## src/rtl/obf_unlock_sequencer.sv

```systemverilog
// Unlock controller for the obfuscated toy FSM core: replays a key sequence, settles, checks the signature.
// Optional OBF_LOCKOUT_EN: MAX_RETRY failures park the block in LOCKOUT until rst.
module obf_unlock_sequencer #(
    parameter int DW         = 8,
    parameter int OPW        = 2,
    parameter int KEY_LEN    = 4,
    parameter int SETTLE_CYC = 3,
    parameter int MAX_RETRY  = 3,
`ifdef OBF_LOCKOUT_EN
    localparam int FCW       = $clog2(MAX_RETRY + 1)
`else
    localparam int FCW       = 2
`endif
) (
    input  logic                         clk,
    input  logic                         rst,
    input  logic                         start,
    input  logic                         relock,
    input  logic [KEY_LEN*(OPW+DW)-1:0]  key_seq,
    input  logic [DW-1:0]                expect_sig,
    input  logic [DW-1:0]                usr_datain,
    input  logic [OPW-1:0]               usr_op,
    output logic [DW-1:0]                usr_dataout,
    output logic                         usr_valid,
    output logic [DW-1:0]                core_datain,
    output logic [OPW-1:0]               core_op,
    input  logic [DW-1:0]                core_dataout,
    input  logic                         core_valid,
    output logic                         core_rst_req,
    output logic                         busy,
    output logic                         unlocked,
    output logic                         err,
    output logic [FCW-1:0]               fail_cnt
);
    localparam int WW   = OPW + DW;
    localparam int IDXW = (KEY_LEN > 1) ? $clog2(KEY_LEN) : 1;
    localparam int CNTW = (SETTLE_CYC > 1) ? $clog2(SETTLE_CYC) : 1;
`ifdef OBF_LOCKOUT_EN
    localparam int FC_MAX = MAX_RETRY;
`else
    localparam int FC_MAX = 3;
`endif

    typedef enum logic [2:0] {
        IDLE, APPLY, SETTLE, CHECK, FAIL, UNLOCKED
`ifdef OBF_LOCKOUT_EN
        , LOCKOUT
`endif
    } state_t;

    state_t            state_q, state_d;
    logic [IDXW-1:0]   idx_q, idx_d;
    logic [CNTW-1:0]   cnt_q, cnt_d;
    logic [DW-1:0]     usr_dataout_q, usr_dataout_d;
    logic              usr_valid_q, usr_valid_d;
    logic [DW-1:0]     core_datain_q, core_datain_d;
    logic [OPW-1:0]    core_op_q, core_op_d;
    logic              core_rst_req_q, core_rst_req_d;
    logic              busy_q, busy_d;
    logic              unlocked_q, unlocked_d;
    logic              err_q, err_d;
    logic [FCW-1:0]    fail_cnt_q, fail_cnt_d;
    logic [WW-1:0]     key_word;

    assign key_word = key_seq[int'(idx_q)*WW +: WW];

    always_comb begin
        state_d        = state_q;
        idx_d          = idx_q;
        cnt_d          = cnt_q;
        usr_dataout_d  = '0;
        usr_valid_d    = 1'b0;
        core_datain_d  = '0;
        core_op_d      = '0;
        core_rst_req_d = 1'b0;
        err_d          = err_q;
        fail_cnt_d     = fail_cnt_q;
        // Status flags follow the state register, so they trail a transition by one cycle.
        busy_d         = (state_q == APPLY) || (state_q == SETTLE) || (state_q == CHECK);
        unlocked_d     = (state_q == UNLOCKED) && !relock;

        case (state_q)
            IDLE: begin
                if (start) begin
                    {core_op_d, core_datain_d} = key_seq[WW-1:0];
                    err_d = 1'b0;
                    if (KEY_LEN == 1) begin
                        state_d = SETTLE;
                        idx_d   = '0;
                        cnt_d   = '0;
                    end else begin
                        state_d = APPLY;
                        idx_d   = IDXW'(1);
                    end
                end
            end
            APPLY: begin
                {core_op_d, core_datain_d} = key_word;
                if (idx_q == IDXW'(KEY_LEN - 1)) begin
                    state_d = SETTLE;
                    idx_d   = '0;
                    cnt_d   = '0;
                end else begin
                    idx_d = idx_q + 1'b1;
                end
            end
            SETTLE: begin
                cnt_d = cnt_q + 1'b1;
                if (cnt_q == CNTW'(SETTLE_CYC - 1))
                    state_d = CHECK;
            end
            CHECK: begin
                if (core_valid && (core_dataout == expect_sig)) begin
                    state_d    = UNLOCKED;
                    fail_cnt_d = '0;
                end else begin
                    state_d = FAIL;
                end
            end
            FAIL: begin
                core_rst_req_d = 1'b1;
                err_d          = 1'b1;
                fail_cnt_d     = (fail_cnt_q == FCW'(FC_MAX)) ? fail_cnt_q : fail_cnt_q + 1'b1;
                state_d        = IDLE;
`ifdef OBF_LOCKOUT_EN
                if (fail_cnt_q >= FCW'(MAX_RETRY - 1))
                    state_d = LOCKOUT;
`endif
            end
            UNLOCKED: begin
                if (relock) begin
                    state_d        = IDLE;
                    core_rst_req_d = 1'b1;
                end else begin
                    core_datain_d = usr_datain;
                    core_op_d     = usr_op;
                    usr_dataout_d = core_dataout;
                    usr_valid_d   = core_valid;
                end
            end
`ifdef OBF_LOCKOUT_EN
            LOCKOUT: err_d = 1'b1;
`endif
            default: state_d = IDLE;
        endcase
    end

    always_ff @(posedge clk or posedge rst) begin
        if (rst) begin
            state_q        <= IDLE;
            idx_q          <= '0;
            cnt_q          <= '0;
            usr_dataout_q  <= '0;
            usr_valid_q    <= 1'b0;
            core_datain_q  <= '0;
            core_op_q      <= '0;
            core_rst_req_q <= 1'b0;
            busy_q         <= 1'b0;
            unlocked_q     <= 1'b0;
            err_q          <= 1'b0;
            fail_cnt_q     <= '0;
        end else begin
            state_q        <= state_d;
            idx_q          <= idx_d;
            cnt_q          <= cnt_d;
            usr_dataout_q  <= usr_dataout_d;
            usr_valid_q    <= usr_valid_d;
            core_datain_q  <= core_datain_d;
            core_op_q      <= core_op_d;
            core_rst_req_q <= core_rst_req_d;
            busy_q         <= busy_d;
            unlocked_q     <= unlocked_d;
            err_q          <= err_d;
            fail_cnt_q     <= fail_cnt_d;
        end
    end

    assign usr_dataout  = usr_dataout_q;
    assign usr_valid    = usr_valid_q;
    assign core_datain  = core_datain_q;
    assign core_op      = core_op_q;
    assign core_rst_req = core_rst_req_q;
    assign busy         = busy_q;
    assign unlocked     = unlocked_q;
    assign err          = err_q;
    assign fail_cnt     = fail_cnt_q;
endmodule

```

## config.mk

```make
export PLATFORM = sky130hd
export DESIGN_NAME = obf_unlock_sequencer
export DESIGN_NICKNAME = d
export VERILOG_FILES = /design/src/rtl/obf_unlock_sequencer.sv
export SDC_FILE = /design/constraint.sdc
export NUM_CORES = 1
export LEC_CHECK = 0
export CAP_MARGIN = 20
export CELL_PAD_IN_SITES_DETAIL_PLACEMENT = 0
export CELL_PAD_IN_SITES_GLOBAL_PLACEMENT = 1
export CORE_UTILIZATION = 29
export CTS_BUF_LIST = sky130_fd_sc_hd__clkbuf_8
export DETAILED_ROUTE_END_ITERATION = 8
export PLACE_DENSITY_LB_ADDON = 0.1
export REMOVE_ABC_BUFFERS = 1
export SYNTH_ARGS = -nofsm -noshare
export SYNTH_HDL_FRONTEND = slang
export SYNTH_SLANG_ARGS = --single-unit
```

## constraint.sdc

```tcl
create_clock -name clk -period 2.1 [get_ports clk]
set_clock_uncertainty 0.15 [all_clocks]
set_input_delay 0.21 -clock clk [delete_from_list [all_inputs] [get_ports clk]]
set_output_delay 0.21 -clock clk [all_outputs]
set_load 0.02 [all_outputs]
```

==> results by stage, run 1 <==
Run status:
- The flow ran to the end, and the final reports show no timing, DRC or antenna violations.

Floorplanning:
- The number of top-level design ports is 96.
- The area of the core is 5510 µm².
- The initial core utilization is between 30% and 40%.
- The die covers slightly above 6000 µm².
- The initialized floorplan defines 27 standard-cell rows.
- The die is 77.7 µm tall.
- Measured along the x axis, the die boundary spans approximately 78 µm.

Setup path:
- Data arrives at the worst endpoint at between 1.5 and 2 ns.
- Data on the critical path is required at its endpoint by ~2.1 ns.
- The worst setup path is launched from a flop.
- The last element of the critical path is core_datain[6]$_DFF_PP0_.
- For this design, the slowest cell found on the critical path is sky130_fd_sc_hd__mux4_1.
- The critical path goes through buf_4, mux4_1, a222oi_1, inv_1.
- STA classifies the critical path endpoint as a flop.
- The origin of the critical flop-to-flop path is idx_q[0]$_DFFE_PP0P_.
- Setup slack on the worst reg-to-reg path comes out at about 0.29 ns.
- The endpoint identified for the worst register-to-register timing path is core_datain[6]$_DFF_PP0_.
- Of all nets on the critical path, the largest fanout is 13.
- On the worst path, the slowest cell contributes a delay of 0.59 ns.
- The start-to-end type of the worst setup path is flop to flop.
- Measured in cells, the most critical reg-to-reg path has a length of 4.
- In this run the worst setup path begins at idx_q[0]$_DFFE_PP0P_.

Global route:
- The number of antenna violations at the first check in global routing is 0.
- The aggregate global-route resource usage is 16.6%.
- Entering global routing, the biggest net connects 33 pins.
- The number of global-route vias before repair came to approximately 1700.
- Summed over all layers, the global routing overflow is 0.
- The wire length of the first global-routing pass is approximately 7500 µm.

Timing:
- The max-slew violation count is 0.
- The worst slew margin relative to its limit is roughly two thirds.
- The fmax is approximately 0.55 GHz.
- The actual slew at the worst max-slew pin is roughly 0.49 ns.
- The period utilization is 86.4%.
- The final number of setup-violating endpoints is 0.
- The count of endpoints failing hold in the final timing report is 0.
- Setup repair after global routing left no endpoint under its margin.
- Counting I/O delays and the setup requirement, the final critical path takes between 1.5 and 2 ns.

Place:
- After legalization and detailed placement, the total HPWL measured 3480 µm.
- The routability congestion estimate from global placement is slightly above 0.7.
- Once placement completed, the tool counted placed cells totaling between 200 and 300.
- The count of port buffers added during placement is between 90 and 100.
- The instance area after placement is about 2700 µm².

Drt:
- The routed via count divided by cell count is between 4 and 5.
- The iteration count of the initial detailed-routing pass is 4.
- The violation count after the first detailed-route iteration is 87.
- In the routed design, unresolved DRC markers number 0.
- After detailed routing, the average wire length per cell comes to ~15 µm.
- The routed wire length is ~4500 µm.
- The count of nets left with antenna violations after detail routing is 0.
- Detailed routing inserted a total of about 1500 vias.

Logic synthesis:
- For this run, the number of Yosys warnings is 0.
- Among all cell types in the netlist, the one instantiated most often is sky130_fd_sc_hd__dfrtp_1.
- By count the netlist is led by 32 x sky130_fd_sc_hd__dfrtp_1, 15 x sky130_fd_sc_hd__inv_1, 10 x sky130_fd_sc_hd__a222oi_1.
- In this run the cell area of the synthesized design comes to about 1700 µm².
- In the synthesized netlist, the number of instances is 135.
- The number of enable-type register cells in the synthesized netlist is 0.
- The top cell type by total area after synthesis is sky130_fd_sc_hd__dfrtp_1.
- The proportion of synthesized area in mux cells is about 15%.
- The primary flip-flop cell chosen by synthesis mapping is sky130_fd_sc_hd__dfrtp_1.
- The average cell area after synthesis is between 10 and 15 µm².
- By area the synthesized netlist is led by sky130_fd_sc_hd__dfrtp_1 48%, sky130_fd_sc_hd__mux4_2 11%, sky130_fd_sc_hd__a222oi_1 6.0%, sky130_fd_sc_hd__xnor2_1 3.7%, sky130_fd_sc_hd__and2_1 3.4%.
- In this run the biggest area consumer among cell types represents 48.2% of the synthesized area.
- The count of distinct cell types in the synthesized netlist is 35.
- After Yosys synthesis, full adders, half adders and majority gates account for between 2 and 2.5% of the synthesized area.
- The combinational family with the most area after synthesis is multiplexers.
- The async set-or-reset flop fraction in the synthesized netlist is 100%.
- The xor/xnor share of the synthesized area is 4.21%.
- Counting flops and latches in the post-synthesis netlist gives 32.
- The fraction of the mapped netlist area in compound gates is approximately 12%.
- The simple logic cell fraction of the synthesized area is 12.0%.
- Sequential elements use between 40% and 50% of the synthesized area.

Clock tree:
- In this run the post-CTS setup repair buffer count came out at 0.
- The clock-pin slew on the worst setup and hold paths is roughly 0.06 ns.
- The total number of H-tree levels is 2.
- The CTS tree is yes.
- TritonCTS created 5 clock buffers.
- The CTS sink count is 32.
- The clock passes through at most 2 buffers.
- The number of buffers added to fix hold violations after cts is 0.
- Post-CTS repair changed the size of 0 cells.
- The cell sitting at the root of the clock tree is a sky130_fd_sc_hd__clkbuf_8.
- At the later pin of the worst-skew pair, clock insertion delay measures slightly below 0.3 ns.

Hold path:
- The kind of path behind the tightest hold check is primary input to asynchronous set/reset pin.

Layout:
- The finished layout cell area is roughly 2800 µm².
- The number of antenna cells inserted is 0.
- The area added between synthesis and finish is 67.6%.
- The count of placed standard cells in the final layout, fillers left out is 307.
- The total number of nets in the final design is just over 300.
- Of the cells placed in the final design, the portion with a size suffix greater than 1 is ~11%.

Power:
- In this run the power spent charging and discharging nets is 1.07 mW.
- The peak supply drop is about 380 µV.
- The internal power is approximately 1.9 mW.
- The switching portion of total power is between 30% and 40%.
- The sequential group share of total power is around a third.
- The clock network power share is around 16%.
- The cell area power density is roughly 1100 nW/µm².
- For this design the static power due to leakage is ~1.2 nW.
- The combinational cell fraction of total power is between 50% and 60%.

Job:
- The number of maximum-capacitance constraint violations is 0.
## per-stage QoR
step	TNS [ns]	setup WS [ns]	util, %	power [mW]	hold WS [ns]
after floorplan	-0.148	-0.0139	-	1.87	0.176
after global placement	0	0.234	48.9	2.49	0.337
after detailed placement	0	0.226	48.9	2.53	0.345
after CTS	0	0.277	50.6	3.04	0.171
after global routing	0	0.193	50.6	3.23	0.208
final	0	0.286	50.6	3.00	0.157
## worst max-delay path, delay by kind of cell, from the launching register on
kind | cells | cell delay [ns]
AO/OA/AOI/OAI | 1 | 0.31
multiplexers | 1 | 0.59
buffers and inverters | 2 | 0.32
flip-flops | 1 | 0.32
## power by group through the flow
stage          clock network [mW]  registers, mW  logic [mW]
2_1_floorplan                   0           1.16       0.711
3_3_place_gp                    0          0.984        1.51
3_5_place_dp                    0          0.990        1.54
4_1_cts                     0.509          0.979        1.55
5_1_grt                     0.538           1.01        1.69
6_report                    0.488          0.974        1.53
## cells by family after synthesis
logic type / Yosys count
AO/OA/AOI/OAI: 24
XOR/XNOR: 8
adder cells (fa/ha/maj): 3
buffers and inverters: 23
flip-flops: 32
multiplexers: 11
AND/OR/NAND/NOR: 34
## cell usage in the layout, fill, tap and decap left out, types with 3 or more instances in the layout
cell	instances
sky130_fd_sc_hd__ha_1	3
sky130_fd_sc_hd__nand2b_1	3
sky130_fd_sc_hd__nor2_1	5
sky130_fd_sc_hd__a21oi_1	3
sky130_fd_sc_hd__and2_1	9
sky130_fd_sc_hd__nand2_1	3
sky130_fd_sc_hd__clkdlybuf4s50_1	95
sky130_fd_sc_hd__nor2b_1	3
sky130_fd_sc_hd__buf_4	5
sky130_fd_sc_hd__a222oi_1	10
sky130_fd_sc_hd__dfrtp_1	32
sky130_fd_sc_hd__xnor2_1	7
sky130_fd_sc_hd__mux4_2	8
sky130_fd_sc_hd__clkbuf_8	6
sky130_fd_sc_hd__inv_1	15
## worst min path at each step
stage / start / cells past startpoint / end / slack (ns)
after floorplan: rst / 1 / busy$_DFF_PP0_ / 0.18
after global placement: err$_DFFE_PP0P_ / 1 / err$_DFFE_PP0P_ / 0.34
after detailed placement: err$_DFFE_PP0P_ / 1 / err$_DFFE_PP0P_ / 0.35
after CTS: rst / 3 / usr_dataout[1]$_DFF_PP0_ / 0.17
after global routing: rst / 3 / usr_dataout[1]$_DFF_PP0_ / 0.21
final: rst / 3 / unlocked$_DFF_PP0_ / 0.16
## flip-flops by register name, summed over array words and instances (netlist names)
| register | count |
|---|---|
| busy | 1 |
| cnt_q | 2 |
| err | 1 |
| core_op | 2 |
| usr_valid | 1 |
| fail_cnt | 2 |
| usr_dataout | 8 |
| unlocked | 1 |
| idx_q | 2 |
| core_rst_req | 1 |
| core_datain | 8 |
| state_q | 3 |
## layer usage
metal / up-vias / part of all wire, % / GRT usage, %
met5: - / 0 / 0
met2: 71 / 54 / 30.1
li1: 700 / - / -
met1: 717 / 36 / 17.0
met4: 0 / 2.4 / 7.74
met3: 10 / 7.5 / 5.76
## layout make-up
| class | instances | area, µm² |
|---|---|---|
| clock inverter | 2 | 10.0 |
| tap | 72 | 90.1 |
| inverter | 15 | 56.3 |
| sequential | 32 | 801 |
| fill | 509 | 2720 |
| timing repair buffer | 100 | 988 |
| clock buffer | 6 | 82.6 |
| multi-input combinational | 80 | 759 |
No activity file was read; power rests on OpenSTA's default activity.
==> inputs of run 2 (changes only) <==
--- a/config.mk
+++ b/config.mk
@@ -10,6 +10,7 @@
 export CELL_PAD_IN_SITES_GLOBAL_PLACEMENT = 1
 export CORE_UTILIZATION = 29
 export CTS_BUF_LIST = sky130_fd_sc_hd__clkbuf_8
+export CTS_CLUSTER_SIZE = 16
 export DETAILED_ROUTE_END_ITERATION = 8
 export PLACE_DENSITY_LB_ADDON = 0.1
 export REMOVE_ABC_BUFFERS = 1
==> results of run 2 <==
Same layout as run 1: the final DEF is identical, and so are final timing and power.
